===== config.mk =====
export PLATFORM = sky130hd
export DESIGN_NAME = wb_stage
export DESIGN_NICKNAME = d
export VERILOG_FILES = /design/src/rtl/mips_isa_pkg.sv /design/src/rtl/wb_load_align.sv /design/src/rtl/wb_stage.sv
export SDC_FILE = /design/constraint.sdc
export NUM_CORES = 1
export LEC_CHECK = 0
export BUFFER_PORTS_ARGS = -buffer_cell sky130_fd_sc_hd__buf_2
export CAP_MARGIN = 10
export CORE_UTILIZATION = 35
export CTS_CLUSTER_DIAMETER = 80
export DETAILED_ROUTE_END_ITERATION = 8
export PLACE_DENSITY = 0.62
export SLEW_MARGIN = 0
export SYNTH_ARGS = -nofsm -noshare
export SYNTH_HDL_FRONTEND = slang
export SYNTH_SLANG_ARGS = --single-unit

===== constraint.sdc =====
create_clock -name clk -period 5.66 [get_ports clk]
set_input_delay 0.283 -clock clk [delete_from_list [all_inputs] [get_ports clk]]
set_output_delay 0.283 -clock clk [all_outputs]
set_load 0.03 [all_outputs]

===== src/rtl/mips_isa_pkg.sv =====
// mips_isa_pkg: MIPS opcode/funct/rt-field constants and writeback decode types.
package mips_isa_pkg;
  localparam logic [5:0] OP_SPECIAL = 6'h00;
  localparam logic [5:0] OP_REGIMM  = 6'h01;
  localparam logic [5:0] OP_JAL     = 6'h03;
  localparam logic [5:0] FN_JALR    = 6'h09;
  localparam logic [5:0] FN_MOVZ    = 6'h0A;
  localparam logic [4:0] RT_BLTZAL  = 5'h10;
  localparam logic [4:0] RT_BGEZAL  = 5'h11;
  localparam logic [4:0] RT_BLTZALL = 5'h12;
  localparam logic [4:0] RT_BGEZALL = 5'h13;

  typedef enum logic [1:0] {WB_NONE, WB_ALU, WB_MEM, WB_LINK} wb_src_e;
  typedef enum logic [2:0] {LD_B, LD_BU, LD_H, LD_HU, LD_W, LD_WL, LD_WR} ld_kind_e;

  function automatic logic fn_is_alu(input logic [5:0] f);
    return f inside {6'h00, 6'h02, 6'h03, 6'h04, 6'h06, 6'h07, 6'h10, 6'h12,
                     6'h20, 6'h21, 6'h22, 6'h23, 6'h24, 6'h25, 6'h26, 6'h27,
                     6'h2A, 6'h2B};
  endfunction

  // Load opcodes 0x20..0x26 map onto their low three bits.
  function automatic ld_kind_e ld_kind(input logic [2:0] op_lo);
    case (op_lo)
      3'd0:    return LD_B;
      3'd1:    return LD_H;
      3'd2:    return LD_WL;
      3'd3:    return LD_W;
      3'd4:    return LD_BU;
      3'd5:    return LD_HU;
      default: return LD_WR;
    endcase
  endfunction
endpackage


===== src/rtl/wb_load_align.sv =====
// wb_load_align: little-endian load alignment, extension and lwl/lwr merge.
module wb_load_align
  import mips_isa_pkg::*;
#(
  parameter bit EN_UNALIGNED = 1
) (
  input  logic [31:0] i_rdata,
  input  logic [31:0] i_rt_old,
  input  logic [1:0]  i_offset,
  input  ld_kind_e    i_kind,
  output logic [31:0] o_data
);
  logic [7:0]  w_byte;
  logic [15:0] w_half;
  logic [4:0]  w_sh;
  logic [4:0]  w_shl;
  always_comb begin
    w_sh   = {i_offset, 3'b000};
    w_shl  = {~i_offset, 3'b000};
    w_byte = 8'(i_rdata >> w_sh);
    w_half = i_offset[1] ? i_rdata[31:16] : i_rdata[15:0];
    o_data = '0;
    case (i_kind)
      LD_B:  o_data = {{24{w_byte[7]}}, w_byte};
      LD_BU: o_data = {24'h0, w_byte};
      LD_H:  o_data = {{16{w_half[15]}}, w_half};
      LD_HU: o_data = {16'h0, w_half};
      LD_W:  o_data = i_rdata;
      LD_WL: o_data = EN_UNALIGNED ? (i_rdata << w_shl) | (i_rt_old & (32'h00FF_FFFF >> w_sh)) : '0;
      LD_WR: o_data = EN_UNALIGNED ? (i_rdata >> w_sh) | (i_rt_old & ~(32'hFFFF_FFFF >> w_sh)) : '0;
      default: o_data = '0;
    endcase
  end
endmodule


===== src/rtl/wb_stage.sv =====
// wb_stage: M/W pipeline register, writeback decode, register-file write port
// and retired-instruction counter.
module wb_stage
  import mips_isa_pkg::*;
#(
  parameter int REG_AW       = 5,
  parameter int CNT_W        = 32,
  parameter bit EN_UNALIGNED = 1,
  parameter bit EN_MOVZ      = 1
) (
  input  logic              clk,
  input  logic              reset,
  input  logic              stall,
  input  logic              flush,
  input  logic              m_valid,
  input  logic [31:0]       m_instr,
  input  logic [31:0]       m_pc,
  input  logic [31:0]       m_alu,
  input  logic [31:0]       m_rdata,
  input  logic [31:0]       m_rt_old,
  input  logic              m_movz_ok,
  output logic              rf_we,
  output logic [REG_AW-1:0] rf_waddr,
  output logic [31:0]       rf_wdata,
  output logic              fwd_valid,
  output logic [CNT_W-1:0]  retired
);
  logic             r_valid, r_movz_ok;
  logic [31:0]      r_instr, r_pc, r_alu, r_rdata, r_rt_old;
  logic [CNT_W-1:0] r_retired;
  logic [5:0]       w_op, w_fn;
  logic [4:0]       w_rt, w_rd;
  wb_src_e          w_src;
  ld_kind_e         w_kind;
  logic             w_movz;
  logic [31:0]      w_aligned;
  logic             w_unused;

  always_ff @(posedge clk or negedge reset) begin
    if (!reset) begin
      r_valid   <= 1'b0;
      r_instr   <= '0;
      r_pc      <= '0;
      r_alu     <= '0;
      r_rdata   <= '0;
      r_rt_old  <= '0;
      r_movz_ok <= 1'b0;
      r_retired <= '0;
    end else begin
      if (r_valid && !stall) r_retired <= r_retired + 1'b1;
      if (flush) begin
        r_valid <= 1'b0;
        r_instr <= '0;
      end else if (!stall) begin
        r_valid   <= m_valid;
        r_instr   <= m_instr;
        r_pc      <= m_pc;
        r_alu     <= m_alu;
        r_rdata   <= m_rdata;
        r_rt_old  <= m_rt_old;
        r_movz_ok <= m_movz_ok;
      end
    end
  end

  assign w_op     = r_instr[31:26];
  assign w_rt     = r_instr[20:16];
  assign w_rd     = r_instr[15:11];
  assign w_fn     = r_instr[5:0];
  assign w_kind   = ld_kind(w_op[2:0]);
  assign w_unused = ^{r_instr[25:21], r_instr[10:6]};

  always_comb begin
    w_src    = WB_NONE;
    w_movz   = 1'b0;
    rf_waddr = REG_AW'(w_rt);
    case (w_op)
      OP_SPECIAL: begin
        rf_waddr = REG_AW'(w_rd);
        w_movz   = w_fn == FN_MOVZ;
        w_src    = w_fn == FN_JALR ? WB_LINK :
                   w_movz          ? (EN_MOVZ ? WB_ALU : WB_NONE) :
                   fn_is_alu(w_fn) ? WB_ALU : WB_NONE;
      end
      OP_REGIMM: begin
        rf_waddr = '1;
        w_src    = w_rt inside {RT_BLTZAL, RT_BGEZAL, RT_BLTZALL, RT_BGEZALL} ? WB_LINK : WB_NONE;
      end
      OP_JAL: begin
        rf_waddr = '1;
        w_src    = WB_LINK;
      end
      default:
        // lwl/lwr fall back to no-write when the merge path is disabled.
        w_src = w_op[5:3] == 3'b001 ? WB_ALU :
                (w_op[5:3] == 3'b100 && w_op[2:0] != 3'd7) ?
                  ((!EN_UNALIGNED && w_kind inside {LD_WL, LD_WR}) ? WB_NONE : WB_MEM) :
                WB_NONE;
    endcase
  end

  wb_load_align #(.EN_UNALIGNED(EN_UNALIGNED)) u_align (
    .i_rdata  (r_rdata),
    .i_rt_old (r_rt_old),
    .i_offset (r_alu[1:0]),
    .i_kind   (w_kind),
    .o_data   (w_aligned)
  );

  assign rf_wdata  = w_src == WB_MEM ? w_aligned : w_src == WB_LINK ? r_pc + 32'd8 : r_alu;
  assign rf_we     = r_valid && w_src != WB_NONE && rf_waddr != '0 && (!w_movz || r_movz_ok);
  assign fwd_valid = rf_we;
  assign retired   = r_retired;
endmodule


Yosys cells after proc, flatten, opt, wreduce, memory -nomap -nowiden
Cells that the tools add are included.
{"block": "op_classes", "add_sub_neg": 2, "shifts": 4, "mux": 18, "bitwise_logic": 8, "eq_ne": 42, "reduce_logical": 18}
{"op": "one-hot mux 32 bit (7 select lines)", "n": 1}
{"op": "two-way mux 32 bit", "n": 4}
{"op": "AND 32 bit", "n": 2}
{"op": "OR 32 bit", "n": 2}
{"op": "== test 6 bit (second input constant)", "n": 10}
{"op": "adder 32 x 1 -> 32 bit (second input constant)", "n": 1}
{"op": "adder 32 x 4 -> 32 bit (second input constant)", "n": 1}
{"op": "inverter 32 bit", "n": 1}
{"op": "left shift 32 x 5 -> 32 bit", "n": 1}
{"op": "right shift 24 x 5 -> 32 bit (first input constant)", "n": 1}
{"op": "right shift 32 x 5 -> 32 bit", "n": 1}
{"op": "right shift 32 x 5 -> 32 bit (first input constant)", "n": 1}
{"op": "== test 5 bit (second input constant)", "n": 4}
{"op": "== test 3 bit (second input constant)", "n": 6}
{"op": "== test 6 x 2 -> 1 bit (second input constant)", "n": 3}
{"op": "== test 6 x 3 -> 1 bit (second input constant)", "n": 3}
{"op": "one-hot mux 3 bit (6 select lines)", "n": 1}
{"op": "nonzero test 18 bit", "n": 1}
{"op": "two-way mux 16 bit", "n": 1}
{"op": "== test 3 x 2 -> 1 bit (second input constant)", "n": 4}
{"op": "== test 6 x 4 -> 1 bit (second input constant)", "n": 2}
{"op": "== test 6 x 5 -> 1 bit (second input constant)", "n": 2}
{"op": "logical NOT 6 bit", "n": 2}
{"op": "one-hot mux 5 bit (2 select lines)", "n": 1}
{"op": "19 further kinds", "n": 36}
{"block": "word_totals", "regBits": 194, "elab_cells": 100}

Depth between registers and ports, before layout
{"block": "logic_depth", "depth_word": 10, "depth_mapped": 9, "ltp_nobuf": 6}

Hierarchy
From an unflattened synthesis, not the netlist that was laid out.
{"block": "unflattened", "cells_unflattened": 932, "area_unflattened_um2": 10418.7}
{"mod": "wb_stage", "cells_each": 710, "area_each_um2": 8579.5, "seq_area_each_um2": 4604.4, "n_inst": 1}
{"mod": "wb_load_align", "cells_each": 222, "area_each_um2": 1839.3, "seq_area_each_um2": 0.0, "n_inst": 1}

Least setup slack after synthesis
No wires, ideal clock.
{"block": "synth_path", "path_type": "register to output", "start": "reg r_instr[28]", "end": "out rf_wdata[18]", "slack_ns": 2.148, "t_required_ns": 5.377, "arrival_time_ns": 3.229, "stages_incl_launch_ff": 8, "cell_sequence": "dfrtp_1 -> buf_2 -> or4_1 -> clkbuf_2 -> or4_4 -> a21o_1 -> buf_6 -> o311ai_0"}
{"block": "synth_via", "elab_chain_cells": 8, "word_cells_on_any_way": 27, "cone_classes": "16 x eq/ne; 7 x mux; 4 x reduce/logical"}
{"element": "start, declared", "line_no": "wb_stage.sv:29", "rtl": "logic [31:0] r_instr, r_pc, r_alu, r_rdata, r_rt_old;"}
{"element": "start signal, assigned", "line_no": "wb_stage.sv:56", "rtl": "r_instr <= m_instr;"}
{"element": "!= test 3 bit", "line_no": "wb_stage.sv:96", "rtl": "(w_op[5:3] == 3'b100 && w_op[2:0] != 3'd7) ?"}
{"element": "logical AND 1 bit", "line_no": "wb_stage.sv:96"}
{"element": "two-way mux 2 bit", "line_no": "wb_stage.sv:96"}
{"element": "two-way mux 2 bit", "line_no": "wb_stage.sv:95", "rtl": "w_src = w_op[5:3] == 3'b001 ? WB_ALU :"}
{"element": "one-hot mux 2 bit (3 select lines)", "line_no": "wb_stage.sv:77", "rtl": "case (w_op)"}
{"element": "== test 2 bit", "line_no": "wb_stage.sv:110", "rtl": "assign rf_wdata = w_src == WB_MEM ? w_aligned : w_src == WB_LINK ? r_pc + 32'd8 : r_alu;"}
{"element": "two-way mux 32 bit", "line_no": "wb_stage.sv:110"}
{"element": "two-way mux 32 bit (*)", "line_no": "wb_stage.sv:110"}
{"element": "end, declared", "line_no": "wb_stage.sv:24", "rtl": "output logic [31:0] rf_wdata,"}
Mark *: on every way between the ends. The rest lies on a longest branch, timed or not.

Final worst setup path
{"block": "layout_path", "start": "reg r_instr[28]", "end": "out rf_wdata[14]"}
The elaborated chain is that of the path after synthesis.

==> results.cfg <==
[yosys]
ys_top_cells_by_area = dfrtp_1 (45%), mux2_2 (14%), mux2i_1 (6.0%)
synth_area_leader_cell = dfrtp_1
ys_ff_latch = 184
synth.yosys.seq_area_share = 0.4536
ys.flop_type = dfrtp_1
syn_area_um2 = 10150
synth.avg_cell_area_um2 = 11.13
synth_edf_count = 0
ys_async_sr_fraction = 1.000
syn-instance-count = 912
synth_warnings = 0
synth_fp_nets = 1080
synth_cell_types = 63
synth_top_area_frac = 0.4536

[timing]
maxSlewViolCount = 0
max_freq_mhz = 237.2
worstMarginPinSlew_ns = 1.033
slew_headroom = 0.3048
finClkSkew_ns = 0.006001
setup_violations = 0
min_period_over_period = 0.7450
hold_viol = 0
min_period_ns = 4.217
fin_tns_setup_ns = 0
rsz0062_at_grt = no

[worst_setup_path]
crit_path_max_fanout = 28
critPathKind = reg2out
r2r_slack_ns = 3.26
crit_path_end_kind = output pin
cp-startpoint = r_instr[28]$_DFFE_PN0P_
worstPathRequired_ns = 5.38
reg2reg_depth = 5
r2r-end = retired[31]$_DFFE_PN0P_
slowest_delay_ns = 0.72
crit_chain = buf_4 -> or4_1 -> or4_4 -> a21oi_2 -> nand2_1 -> o221a_2 -> buf_2
crit_path_start_kind = flip-flop
worstSetupEndpoint = rf_wdata[14]
reg2reg_from = retired[4]$_DFFE_PN0P_
cp.arrival_ns = 3.93
slowest_stage = a21oi_2
critPathTopFamily = simple AND/OR/NAND/NOR gates
cp.depth = 7
path_buf_inv = 2

[power]
power_density_nw_per_um2 = 317.2
leakage_nw = 5.358
ir_drop_v = 0.0001735
p_total_mw = 3.870

[clock_network]
cts_resized = 0
tritoncts = built
clk-insertion-delay-late_ns = 0.43
cts_buffer_depth = 2
hold_buffers = 1
numClockSinks = 184
root_buffer = clkbuf_16
ctsHtreeMaxLevel = 4
numCtsBuffers = 17
cts_setup_buffers = 0
clk_pin_slew_ns = 0.07

[floorplanning]
num_rows = 61
ios = 237
die_area_um2 = 29680
dieWidth_um = 172.3
die_h_um = 172.3
initial_core_util = 0.3604
core_um2 = 28160

[finish]
n_antenna_cell = 0
final_cell_mix = buf_2 (225), dfrtp_1 (182), mux2_2 (122), mux2i_1 (61), nor2_1 (57)
syn2layout_area_growth_pct = 20.18
nets = 1277
fillers = 2697
drive_gt1_frac = 0.3832
final_common_cell = buf_2
fin_cells = 1500

[global_route]
grt_overflow = 0
grt_pass1_vias = 8125
grt_use_total = 0.2100
antenna_found_initial = 2
grt_max_degree = 88
grt_pass1_wl_mm = 46.98

[route]
drc = 0
wl_mm = 30.72
wl_per_cell_um = 20.48
via_count = 8360
dr.pass1.iters = 5
antenna_left = 0
viasPerCell = 5.573
drtIter0Drc = 712

[placed_design]
place.gp.congestion = 0.8707
port_buffers = 226
dp.cells = 1467
dpl.hpwl_mm = 22.80

[run]
cap_violations = 0

[hold_path]
min_from = m_pc[29]
hold_class = in2reg

[run_status]
outcome = finished, final reports clean
## metal layers
metal,global-route usage,vias up,wire length [µm]
met3,0.04921,39,2216
met4,0.05618,4,592
met5,0,-,24
met1,0.2763,4152,13210
li1,-,3835,-
met2,0.3447,330,14680
## layout make-up
type                            count  area (µm²)  share of cell area
Clock inverter                     13       128.9             0.01057
Multi-Input combinational cell    656        5258              0.4310
Tap cell                          378       473.0             0.03877
Clock buffer                       19       452.9             0.03713
Timing Repair Buffer              239        1237              0.1014
Sequential cell                   184        4607              0.3777
Inverter                           11       41.29            0.003385
## power by group
group | total [mW] | switching, mW | leakage [nW] | internal [mW]
Sequential | 1.68 | 0.209 | 2.26 | 1.47
Combinational | 1.01 | 0.563 | 2.81 | 0.444
Clock | 1.18 | 0.575 | 0.287 | 0.608
## worst min-delay path, delay by kind of cell
family | cells | cell delay [ns]
buffers and inverters | 1 | 0.07
AO/OA/AOI/OAI | 1 | 0.06
AND/OR/NAND/NOR | 1 | 0.04
## per-stage QoR
stage / area [µm²] / hold slack (ns) / setup slack, ns / utilization
final: 12200 / 0.05399 / 1.443 / 0.4331
after global routing: 12200 / 0.05602 / 1.307 / 0.4331
after CTS: 12200 / 0.04497 / 1.436 / 0.4331
after detailed placement: 11610 / 0.4148 / 1.893 / 0.4121
after global placement: 11610 / 0.4182 / 1.929 / 0.4121
after floorplan: 10150 / -0.01259 / 2.148 / -
## registers in the layout, summed over array words and instances (netlist names)
signal and cells:
r_rdata 32, r_movz_ok 1, r_instr 22, r_rt_old 32, r_valid 1, r_pc 32, retired 32, r_alu 32
## worst min path at each step
| stage | slack [ns] | end | cells past startpoint |
|---|---|---|---|
| 6_report | 0.05 | r_pc[29]$_DFFE_PN0P_ | 3 |
| 5_1_grt | 0.06 | r_rt_old[19]$_DFFE_PN0P_ | 2 |
| 4_1_cts | 0.04 | r_pc[29]$_DFFE_PN0P_ | 3 |
| 3_5_place_dp | 0.41 | r_instr[16]$_DFFE_PN0P_ | 1 |
| 3_3_place_gp | 0.42 | r_instr[17]$_DFFE_PN0P_ | 1 |
| 2_1_floorplan | -0.01 | r_alu[0]$_DFFE_PN0P_ | 0 |
## cell families (layout without fill, tap and decap cells)
| group | Yosys count | after routing | share of synthesized area |
|---|---|---|---|
| adders and majority gates | 2 | 2 | 0.002465 |
| buffers and inverters | 72 | 282 | 0.02909 |
| and+or+nand+nor | 250 | 250 | 0.1228 |
| DFF | 184 | 184 | 0.4536 |
| xor gates and xnor gates | 54 | 54 | 0.04660 |
| muxes | 198 | 198 | 0.2288 |
| AOI/OAI and AO/OA | 152 | 152 | 0.1166 |
## cell usage after synthesis, drive strengths merged, types with 4 or more instances
library cell and n:
mux4 15, nor4 11, nand2 56, buf 15
mux2 122, a221oi 4, or4 6, a221o 17
nand3 35, nor3 23, and2 4, o221a 8
o22ai 9, xor2 16, or3 5, and4 5
o21ai 25, inv 11, a31oi 8, a21oi 12
o211ai 16, a222oi 12, dfrtp 184, xnor2 38
nand2b 5, nor2 58, a32oi 4, clkbuf 46
and3 7, nor2b 8, mux2i 61, a22oi 4
nand4 15, a211oi 7
Power figures use the tool's default switching activity.
